## src/rtl/muldiv_if.sv

```systemverilog
// Handshake and result bus between the control unit and the MULT/DIV sequencer.
interface muldiv_if #(parameter int WIDTH = 32);
    logic             start;
    logic             op;
    logic             cancel;
    logic [WIDTH-1:0] a_in;
    logic [WIDTH-1:0] b_in;
    logic             busy;
    logic             done;
    logic             div_zero;
    logic             hi_lo_we;
    logic [WIDTH-1:0] hi_out;
    logic [WIDTH-1:0] lo_out;

    modport master (
        output start, op, cancel, a_in, b_in,
        input  busy, done, div_zero, hi_lo_we, hi_out, lo_out
    );

    modport slave (
        input  start, op, cancel, a_in, b_in,
        output busy, done, div_zero, hi_lo_we, hi_out, lo_out
    );
endinterface

```

## src/rtl/muldiv_seq.sv

```systemverilog
// Multi-cycle signed MULT/DIV sequencer driving the HI/LO registers.
// Magnitudes are processed unsigned; signs are reapplied in FIX.
module muldiv_seq #(
    parameter int WIDTH = 32
) (
    input logic     clock,
    input logic     reset,
    muldiv_if.slave bus
);
    localparam int CW = $clog2(WIDTH) + 1;

    localparam logic [2:0] IDLE  = 3'd0;
    localparam logic [2:0] SETUP = 3'd1;
    localparam logic [2:0] RUN   = 3'd2;
    localparam logic [2:0] FIX   = 3'd3;
    localparam logic [2:0] DONE  = 3'd4;

    logic [2:0]         state;
    logic               opReg;
    logic               signA;
    logic               signB;
    logic               divZero;
    logic [WIDTH-1:0]   aReg;
    logic [WIDTH-1:0]   bReg;
    logic [WIDTH-1:0]   hiReg;
    logic [WIDTH-1:0]   loReg;
    logic [2*WIDTH-1:0] acc;
    logic [CW-1:0]      count;

    logic [WIDTH-1:0]   absA;
    logic [WIDTH-1:0]   absB;
    logic [WIDTH:0]     mulSum;
    logic [WIDTH:0]     divShift;
    logic [WIDTH:0]     divDiff;
    logic               divGe;
    logic [2*WIDTH-1:0] accNext;
    logic [2*WIDTH-1:0] prodFix;
    logic [WIDTH-1:0]   quoFix;
    logic [WIDTH-1:0]   remFix;

    // After SETUP, aReg/bReg hold |a| and |b|.
    always_comb begin
        absA     = aReg[WIDTH-1] ? -aReg : aReg;
        absB     = bReg[WIDTH-1] ? -bReg : bReg;
        mulSum   = {1'b0, acc[2*WIDTH-1:WIDTH]}
                 + {1'b0, (acc[0] ? aReg : {WIDTH{1'b0}})};
        divShift = {acc[2*WIDTH-1:WIDTH], acc[WIDTH-1]};
        divDiff  = divShift - {1'b0, bReg};
        // Borrow out of the (WIDTH+1)-bit subtract means "does not fit".
        divGe    = !divDiff[WIDTH];
        if (opReg) begin
            accNext = {(divGe ? divDiff[WIDTH-1:0] : divShift[WIDTH-1:0]),
                       acc[WIDTH-2:0], divGe};
        end else begin
            accNext = {mulSum, acc[WIDTH-1:1]};
        end
        prodFix = (signA ^ signB) ? -acc : acc;
        quoFix  = (signA ^ signB) ? -acc[WIDTH-1:0] : acc[WIDTH-1:0];
        remFix  = signA ? -acc[2*WIDTH-1:WIDTH] : acc[2*WIDTH-1:WIDTH];
    end

    always_ff @(posedge clock or negedge reset) begin
        if (!reset) begin
            state   <= IDLE;
            opReg   <= 1'b0;
            signA   <= 1'b0;
            signB   <= 1'b0;
            divZero <= 1'b0;
            aReg    <= '0;
            bReg    <= '0;
            hiReg   <= '0;
            loReg   <= '0;
            acc     <= '0;
            count   <= '0;
        end else if (bus.cancel && state != IDLE) begin
            state   <= IDLE;
            divZero <= 1'b0;
        end else begin
            unique case (state)
                IDLE: begin
                    if (bus.start) begin
                        opReg <= bus.op;
                        aReg  <= bus.a_in;
                        bReg  <= bus.b_in;
                        state <= SETUP;
                    end
                end
                SETUP: begin
                    signA <= aReg[WIDTH-1];
                    signB <= bReg[WIDTH-1];
                    aReg  <= absA;
                    bReg  <= absB;
                    count <= '0;
                    if (opReg && bReg == '0) begin
                        divZero <= 1'b1;
                        state   <= DONE;
                    end else begin
                        acc   <= {{WIDTH{1'b0}}, (opReg ? absA : absB)};
                        state <= RUN;
                    end
                end
                RUN: begin
                    acc   <= accNext;
                    count <= count + 1'b1;
                    if (count == CW'(WIDTH - 1)) begin
                        state <= FIX;
                    end
                end
                FIX: begin
                    if (opReg) begin
                        hiReg <= remFix;
                        loReg <= quoFix;
                    end else begin
                        hiReg <= prodFix[2*WIDTH-1:WIDTH];
                        loReg <= prodFix[WIDTH-1:0];
                    end
                    state <= DONE;
                end
                DONE: begin
                    divZero <= 1'b0;
                    state   <= IDLE;
                end
                default: state <= IDLE;
            endcase
        end
    end

    assign bus.busy     = (state != IDLE);
    assign bus.done     = (state == DONE);
    assign bus.div_zero = (state == DONE) && divZero;
    assign bus.hi_lo_we = (state == DONE) && !divZero;
    assign bus.hi_out   = hiReg;
    assign bus.lo_out   = loReg;
endmodule
```

## src/flat_wrapper.sv

```systemverilog
// flat-port wrapper written by rule: the top's interface ports become plain ports
module muldiv_seq_flat 
#(
    parameter int WIDTH = 32
)
  (clock, reset, bus_start, bus_op, bus_cancel, bus_a_in, bus_b_in, bus_busy, bus_done, bus_div_zero, bus_hi_lo_we, bus_hi_out, bus_lo_out);
  muldiv_if #(.WIDTH(WIDTH)) bus_i ();
  input logic clock;
  input logic reset;
  input wire logic [$bits(bus_i.start)-1:0] bus_start;
  input wire logic [$bits(bus_i.op)-1:0] bus_op;
  input wire logic [$bits(bus_i.cancel)-1:0] bus_cancel;
  input wire logic [$bits(bus_i.a_in)-1:0] bus_a_in;
  input wire logic [$bits(bus_i.b_in)-1:0] bus_b_in;
  output wire logic [$bits(bus_i.busy)-1:0] bus_busy;
  output wire logic [$bits(bus_i.done)-1:0] bus_done;
  output wire logic [$bits(bus_i.div_zero)-1:0] bus_div_zero;
  output wire logic [$bits(bus_i.hi_lo_we)-1:0] bus_hi_lo_we;
  output wire logic [$bits(bus_i.hi_out)-1:0] bus_hi_out;
  output wire logic [$bits(bus_i.lo_out)-1:0] bus_lo_out;
  assign bus_i.start = bus_start;
  assign bus_i.op = bus_op;
  assign bus_i.cancel = bus_cancel;
  assign bus_i.a_in = bus_a_in;
  assign bus_i.b_in = bus_b_in;
  assign bus_busy = bus_i.busy;
  assign bus_done = bus_i.done;
  assign bus_div_zero = bus_i.div_zero;
  assign bus_hi_lo_we = bus_i.hi_lo_we;
  assign bus_hi_out = bus_i.hi_out;
  assign bus_lo_out = bus_i.lo_out;
  muldiv_seq #(.WIDTH(WIDTH)) u_core (.clock(clock), .reset(reset), .bus(bus_i));
endmodule
```

## config.mk

```make
export PLATFORM = sky130hd
export DESIGN_NAME = muldiv_seq_flat
export DESIGN_NICKNAME = d
export VERILOG_FILES = /design/src/rtl/muldiv_if.sv /design/src/rtl/muldiv_seq.sv /design/src/flat_wrapper.sv
export SDC_FILE = /design/constraint.sdc
export NUM_CORES = 1
export LEC_CHECK = 0
export BUFFER_PORTS_ARGS = -buffer_cell sky130_fd_sc_hd__buf_2
export CAP_MARGIN = 25
export CORE_ASPECT_RATIO = 1.2
export CORE_MARGIN = 5
export CORE_UTILIZATION = 24
export CTS_BUF_LIST = sky130_fd_sc_hd__clkbuf_8
export DETAILED_ROUTE_END_ITERATION = 8
export PLACE_DENSITY = 0.4
export SLEW_MARGIN = 20
export SYNTH_ARGS = -nofsm -noshare
export SYNTH_HDL_FRONTEND = slang
export SYNTH_SLANG_ARGS = --single-unit
```

## constraint.sdc

```tcl
create_clock -name clock -period 4.85 [get_ports clock]
set_clock_uncertainty 0.1 [all_clocks]
set_input_delay 0 -clock clock [delete_from_list [all_inputs] [get_ports clock]]
set_output_delay 0 -clock clock [all_outputs]
set_load 0.02 [all_outputs]
```

==> results of run 1 <==
==> power breakdown <==
part           total [W]  switching, W  internal, W  leakage (nW)
Clock            0.00183      0.000880     0.000949         0.469
Sequential       0.00372       0.00122      0.00250          2.53
Combinational     0.0109       0.00675      0.00413          5.55
Total             0.0164       0.00885      0.00758          8.56
==> path summary, 6_finish.rpt <==
kind / startpoint / to / slack [ns] / cells after the start
min in group asynchronous: reset / u_core.bus.lo_out[4]$_DFFE_PN0P_ / 0.43 / 4
hold / removal: bus_a_in[25] / u_core.aReg[25]$_DFFE_PN0P_ / 0.11 / 4
setup reg to reg: u_core.bReg[6]$_DFFE_PN0P_ / u_core.bReg[27]$_DFFE_PN0P_ / 0.88 / 9
max in group asynchronous: reset / u_core.bus.hi_out[25]$_DFFE_PN0P_ / 3.48 / 4
hold reg to reg: u_core.bus.lo_out[19]$_DFFE_PN0P_ / u_core.bus.lo_out[19]$_DFFE_PN0P_ / 0.37 / 2
setup / recovery: u_core.bReg[6]$_DFFE_PN0P_ / u_core.bReg[27]$_DFFE_PN0P_ / 0.88 / 9
==> cells in the mapped netlist, drive strengths merged (36+ instances only) <==
library cell	count	area (µm²)
inv	65	246
clkbuf	103	388
xnor2	115	1010
nor3	48	240
ha	69	863
and2	36	225
a21o	38	285
o21ai	241	1220
a21oi	206	1030
dfrtp	205	5130
nand2	233	882
nor2	144	541
xor2	60	526
==> metal layers <==
metal	GRT usage, %	share of wire [%]
met1	24.2	44
met4	5.96	3.6
met3	2.79	4.7
met2	31.6	48
met5	0	0
==> cells by family after synthesis <==
kind of cell,synth area share (%)
AOI/OAI and AO/OA,26.8
muxes,2.86
xor gates and xnor gates,9.61
and+or+nand+nor,18.4
DFF,32.2
buffers and inverters,4.56
adders and majority gates,5.66
==> state kept, by name (all words and copies together) (netlist names) <==
register / cells
u_core.state: 3
u_core.bus.lo_out: 32
u_core.signB: 1
u_core.bReg: 32
u_core.aReg: 32
u_core.signA: 1
u_core.count: 6
u_core.acc: 64
u_core.bus.hi_out: 32
u_core.divZero: 1
u_core.opReg: 1
==> stage by stage <==
step	util (%)	area (µm²)	hold slack (ns)
floorplan	-	16000	-0.396
global placement	26.9	17700	-0.0776
detailed placement	26.9	17700	-0.0668
CTS	29.5	19400	0.0638
global route	29.6	19500	0.103
finish	29.6	19500	0.113
==> worst max-delay path: stages, from the launching register on <==
cell,delay [ns]
dfrtp_1,0.43
or4_4,0.59
or4_4,0.44
or3_1,0.49
or4_4,0.52
o41a_1,0.39
nand3_1,0.10
o21ai_0,0.10
a22oi_1,0.21
dlygate4sd3_1,0.57
==> area by class of cell <==
cell class              count  area share (%)
multi-input cells        1612            52.2
clock buffers              51            3.61
repair buffers            272            10.2
diodes                      1          0.0129
inverters                  66            1.29
well taps                 892            5.73
flip-flops and latches    205            26.4
clock inverters            22           0.553
==> what timing repair did <==
| item | CTS | global route |
|---|---|---|
| hold buffers | 91 | 0 |
| setup buffers | 0 | 0 |
| endpoints found under the hold margin | 216 | 0 |
| setup endpoints to repair | 0 | 0 |
==> results.md, run 1 <==
- Status: finished, final reports clean
- Final wirelength: 68.6 mm
- VDD IR-drop max: 0.357 mV
- PD cells: 844 nW/µm²
- CP arrival: 4.42 ns
- Placement Rows: 103
- Leak Pwr: 8.56 nW
- Setup WS post-layout: 0.879 ns
- Slew of the pin with the lowest slew margin: 0.987 ns
- Final Hold Vio Count: 0
- Fin crit share: 81.9%
- Reg clk slew, reported paths: 0.06 ns
- Initial Utilization: 24.2%
- Fin Setup TNS: 0 ns
- DP HPWL: 52.7 mm
- Starting DRC count in detailed routing: 1191
- Syn nets: 2144
- Synth Cell Area: 16000 µm²
- DIE WIDTH: 245 µm
- Yosys cell types: 79
- Ports: 137
- Placement Setup Slack: 0.984 ns
- Worst skew pair latency: 0.63 ns
- YS warnings: 0
- Multi-input combinational cell area: 10200 µm²
- CP Class: register to register
- Core area: 65900 µm²
- Max-slew violations: 0
- Async SR Flop Fraction: 100%
- Final worst path period need: 3.97 ns
- Layout cells sized above 1: 12.7%
- Vias: 15937
- Inst Count DP: 2955
- Synth-to-Final Area Change: 22.0%
- Fmax: 252 MHz
- First-pass GRT wire length: 103 mm
- RSZ-0062 raised after global routing: false
- Final setup fails: 0
- Final ANT Viol Nets: 0
- EDFF count, synth: 0
- # H-tree levels: 2
- FF+latch count, synth: 205
- Final Non-Filler Cells: 3121
- CTS Sinks: 205
- Via density: 5.11
- Largest net degree at the start of global routing: 80
- Die span in y: 292 µm
- Rel. slew slack: 34.2%
- Total grt overflow: 0
- Commonest non-fill, non-tap cells in the layout: 231 x nand2_1, 223 x o21ai_0, 205 x a21oi_1
- Most common cell after layout, fill and taps aside: nand2_1
- WL per Instance: 22.0 µm
- Total GRT Usage: 18.5%
- NumNets Final: 2338
- Initial antenna violation count: 2
- FF/Latch Area: 5130 µm²
- Worst Path Required: 5.30 ns
- CP Launch Type: register
- Die footprint: 71700 µm²
- # resized after CTS: 0
- Sequential-to-total area share from yosys stat: 32.2%
- Gate count of the mapped netlist: 2004
- Port Buf Inserts: 136
- Crit end category: register
- Maxcap violations: 0
- # fillers: 7102
- Drt drc: 0
- Hold crit path type: input port to register
- Drt pass-1 iters: 6
- Largest fanout on the critical path: 6
- CTS Buf Count: 41
- Avg Cell Area, Syn: 7.96 µm²
- Clock root buffer: clkbuf_8
- Clk buf depth: 3
- RePlAce Congestion: 0.888
- TritonCTS clock tree: built
- Dominant synthesized flop cell: dfrtp_1
- Vias in the first global route: 15676
- Pwr Total: 0.0164 W
(Power assumes the default switching activity.)
==> inputs of run 2 (changes only) <==
Clock period 4.85 ns to 4.02 ns, I/O delays scaled along.
==> run 2 against run 1 <==
  * Final cell count is 1.1% higher
  * Via count is 1.0% higher
  * Count of clock-buffer cells in the layout is 1 lower
  * Setup slack worse by 0.70 ns
  * Clock power is 23% higher
  * Die area stayed put
  * Sequential power is 17% higher
  * Critical path type unchanged
  * Critical endpoint is now u_core.bus.hi_out[28]$_DFFE_PN0P_
  * Largest power group unchanged
==> results.md, run 2 (synthesis gave the netlist of run 1 again) <==
- Status: finished, final reports clean
- Drt drc: 0
- Port Buf Inserts: 136
- DIE WIDTH: 245 µm
- VDD IR-drop max: 0.335 mV
- Reg clk slew, reported paths: 0.06 ns
- Final Hold Vio Count: 0
- Synth-to-Final Area Change: 23.5%
- Core area: 65900 µm²
- Initial antenna violation count: 2
- Layout cells sized above 1: 14.3%
- Slew of the pin with the lowest slew margin: 1.01 ns
- RSZ-0062 raised after global routing: false
- Inst Count DP: 2996
- Fin crit share: 95.5%
- DP HPWL: 53.9 mm
- CP dominant cell by count: or4_1
- Starting DRC count in detailed routing: 1352
- CP arrival: 4.20 ns
- Crit path buf inv count: 0
- Crit end category: register
- Final wirelength: 69.3 mm
- Die footprint: 71700 µm²
- Cell family with most CP delay: simple AND/OR/NAND/NOR gates
- CTS Sinks: 205
- Maxcap violations: 0
- Drt pass-1 iters: 5
- Flop-to-flop setup slack: 0.18 ns
- Final Non-Filler Cells: 3155
- Rel. slew slack: 32.8%
- # H-tree levels: 2
- Final worst path period need: 3.84 ns
- Worst r2r src: u_core.acc[17]$_DFFE_PN0P_
- Hold depth: 4
- Worst skew pair latency: 0.62 ns
- Critical path cell sequence: or4_1 > or4_1 > or3_1 > nor3_1 > and3_1 > nand2b_1 > nand2_1 > xnor2_1 > o21ai_0
- CP Class: register to register
- Largest net degree at the start of global routing: 126
- Hold crit path type: input port to register
- Max incr delay on CP: 0.62 ns
- Vias in the first global route: 15902
- Fin Setup TNS: 0 ns
- Largest Register: u_core.acc
- NumNets Final: 2369
- Worst Hold Path EP: u_core.aReg[28]$_DFFE_PN0P_
- Max-slew violations: 0
- CTS Buf Count: 42
- Final ANT Viol Nets: 0
- Worst r2r path cells: 9
- PD cells: 1020 nW/µm²
- Clock root buffer: clkbuf_8
- Worst R2R End: u_core.bus.hi_out[28]$_DFFE_PN0P_
- Commonest non-fill, non-tap cells in the layout: 231 x nand2_1, 223 x o21ai_0, 205 x a21oi_1
- Vias: 16098
- CP Launch Type: register
- RePlAce Congestion: 0.902
- Largest fanout on the critical path: 14
- Leak Pwr: 8.74 nW
- Ports: 137
- Fmax: 260 MHz
- Worst Path Required: 4.38 ns
- Total GRT Usage: 18.6%
- Via density: 5.10
- Most common cell after layout, fill and taps aside: nand2_1
- Initial Utilization: 24.2%
- # fillers: 7127
- WL per Instance: 22.0 µm
- Clk buf depth: 3
- Total grt overflow: 0
- Die span in y: 292 µm
- Max reg flops: 64
- Slowest cell on crit path: or4_1
- Hold wc startpoint: bus_a_in[28]
- Final setup fails: 0
- Placement Rows: 103
- TritonCTS clock tree: built
- First-pass GRT wire length: 102 mm
==> run 2: changes by cell type in the layout (fill, tap and decap cells not counted), moves of 2 or more <==
cell,previous run,this run
dlygate4sd3_1,90,80
diode_2,1,4
buf_12,2,4
buf_4,42,81
==> run 2: power by group <==
group | switching [W] | internal (W) | leakage (nW) | total [W]
Clock | 0.00106 | 0.00119 | 0.477 | 0.00226
Combinational | 0.00841 | 0.00514 | 5.73 | 0.0136
Sequential | 0.00132 | 0.00302 | 2.53 | 0.00434
==> run 2: per-stage QoR <==
| step | worst slack [ns] | utilization [%] | area [µm²] | power (W) | hold slack (ns) |
|---|---|---|---|---|---|
| 6_report | 0.180 | 29.9 | 19700 | 0.0201 | 0.0901 |
| 2_1_floorplan | 0.541 | - | 16000 | 0.0130 | -0.396 |
| 3_3_place_gp | 0.240 | 27.4 | 18000 | 0.0177 | -0.00589 |
| 3_5_place_dp | 0.219 | 27.4 | 18000 | 0.0178 | -0.00146 |
| 5_1_grt | 0.000854 | 29.9 | 19700 | 0.0217 | 0.0924 |
| 4_1_cts | 0.209 | 29.9 | 19700 | 0.0203 | 0.0404 |
==> run 2: how the worst max path moves through the flow <==
stage / startpoint / to / slack [ns] / cells past startpoint
floorplan: u_core.acc[51]$_DFFE_PN0P_ / u_core.acc[61]$_DFFE_PN0P_ / 0.54 / 12
CTS: u_core.acc[17]$_DFFE_PN0P_ / u_core.bus.hi_out[28]$_DFFE_PN0P_ / 0.21 / 9
global route: u_core.bReg[15]$_DFFE_PN0P_ / u_core.acc[60]$_DFFE_PN0P_ / 0.0009 / 11
finish: u_core.acc[17]$_DFFE_PN0P_ / u_core.bus.hi_out[28]$_DFFE_PN0P_ / 0.18 / 9
global placement: u_core.acc[17]$_DFFE_PN0P_ / u_core.bus.hi_out[28]$_DFFE_PN0P_ / 0.24 / 9
detailed placement: u_core.acc[17]$_DFFE_PN0P_ / u_core.bus.hi_out[28]$_DFFE_PN0P_ / 0.22 / 9
==> run 2: area by class of cell <==
class | instances | area, µm² | area share, %
flip-flops and latches | 205 | 5130 | 26.0
inverters | 66 | 250 | 1.27
multi-input cells | 1612 | 10200 | 51.5
clock inverters | 24 | 145 | 0.737
well taps | 892 | 1120 | 5.66
repair buffers | 302 | 2210 | 11.2
diodes | 4 | 10.0 | 0.0508
clock buffers | 50 | 688 | 3.49
==> run 2: worst reg2reg max path: stages (launching register included) <==
cell	delay, ns
dfrtp_1	0.46
or4_1	0.62
or4_1	0.48
or3_1	0.40
nor3_1	0.19
and3_1	0.25
nand2b_1	0.51
nand2_1	0.14
xnor2_1	0.39
o21ai_0	0.14
==> run 2: per-layer routing <==
metal	wire length, µm	up-vias	share of wire, %	track usage (%)
met4	2720	0	3.9	6.74
li1	-	7709	-	-
met3	3900	122	5.6	3.20
met5	0	-	0	0
met2	32900	478	47	31.4
met1	29800	7789	43	24.0
==> run 2: timing repair <==
| item | in CTS | in global routing |
|---|---|---|
| hold endpoints to repair | 184 | 0 |
| buffers inserted | 0 | 0 |
| setup endpoints to repair | 0 | 0 |
| hold buffers | 81 | 0 |
| gates resized for setup | 0 | 0 |
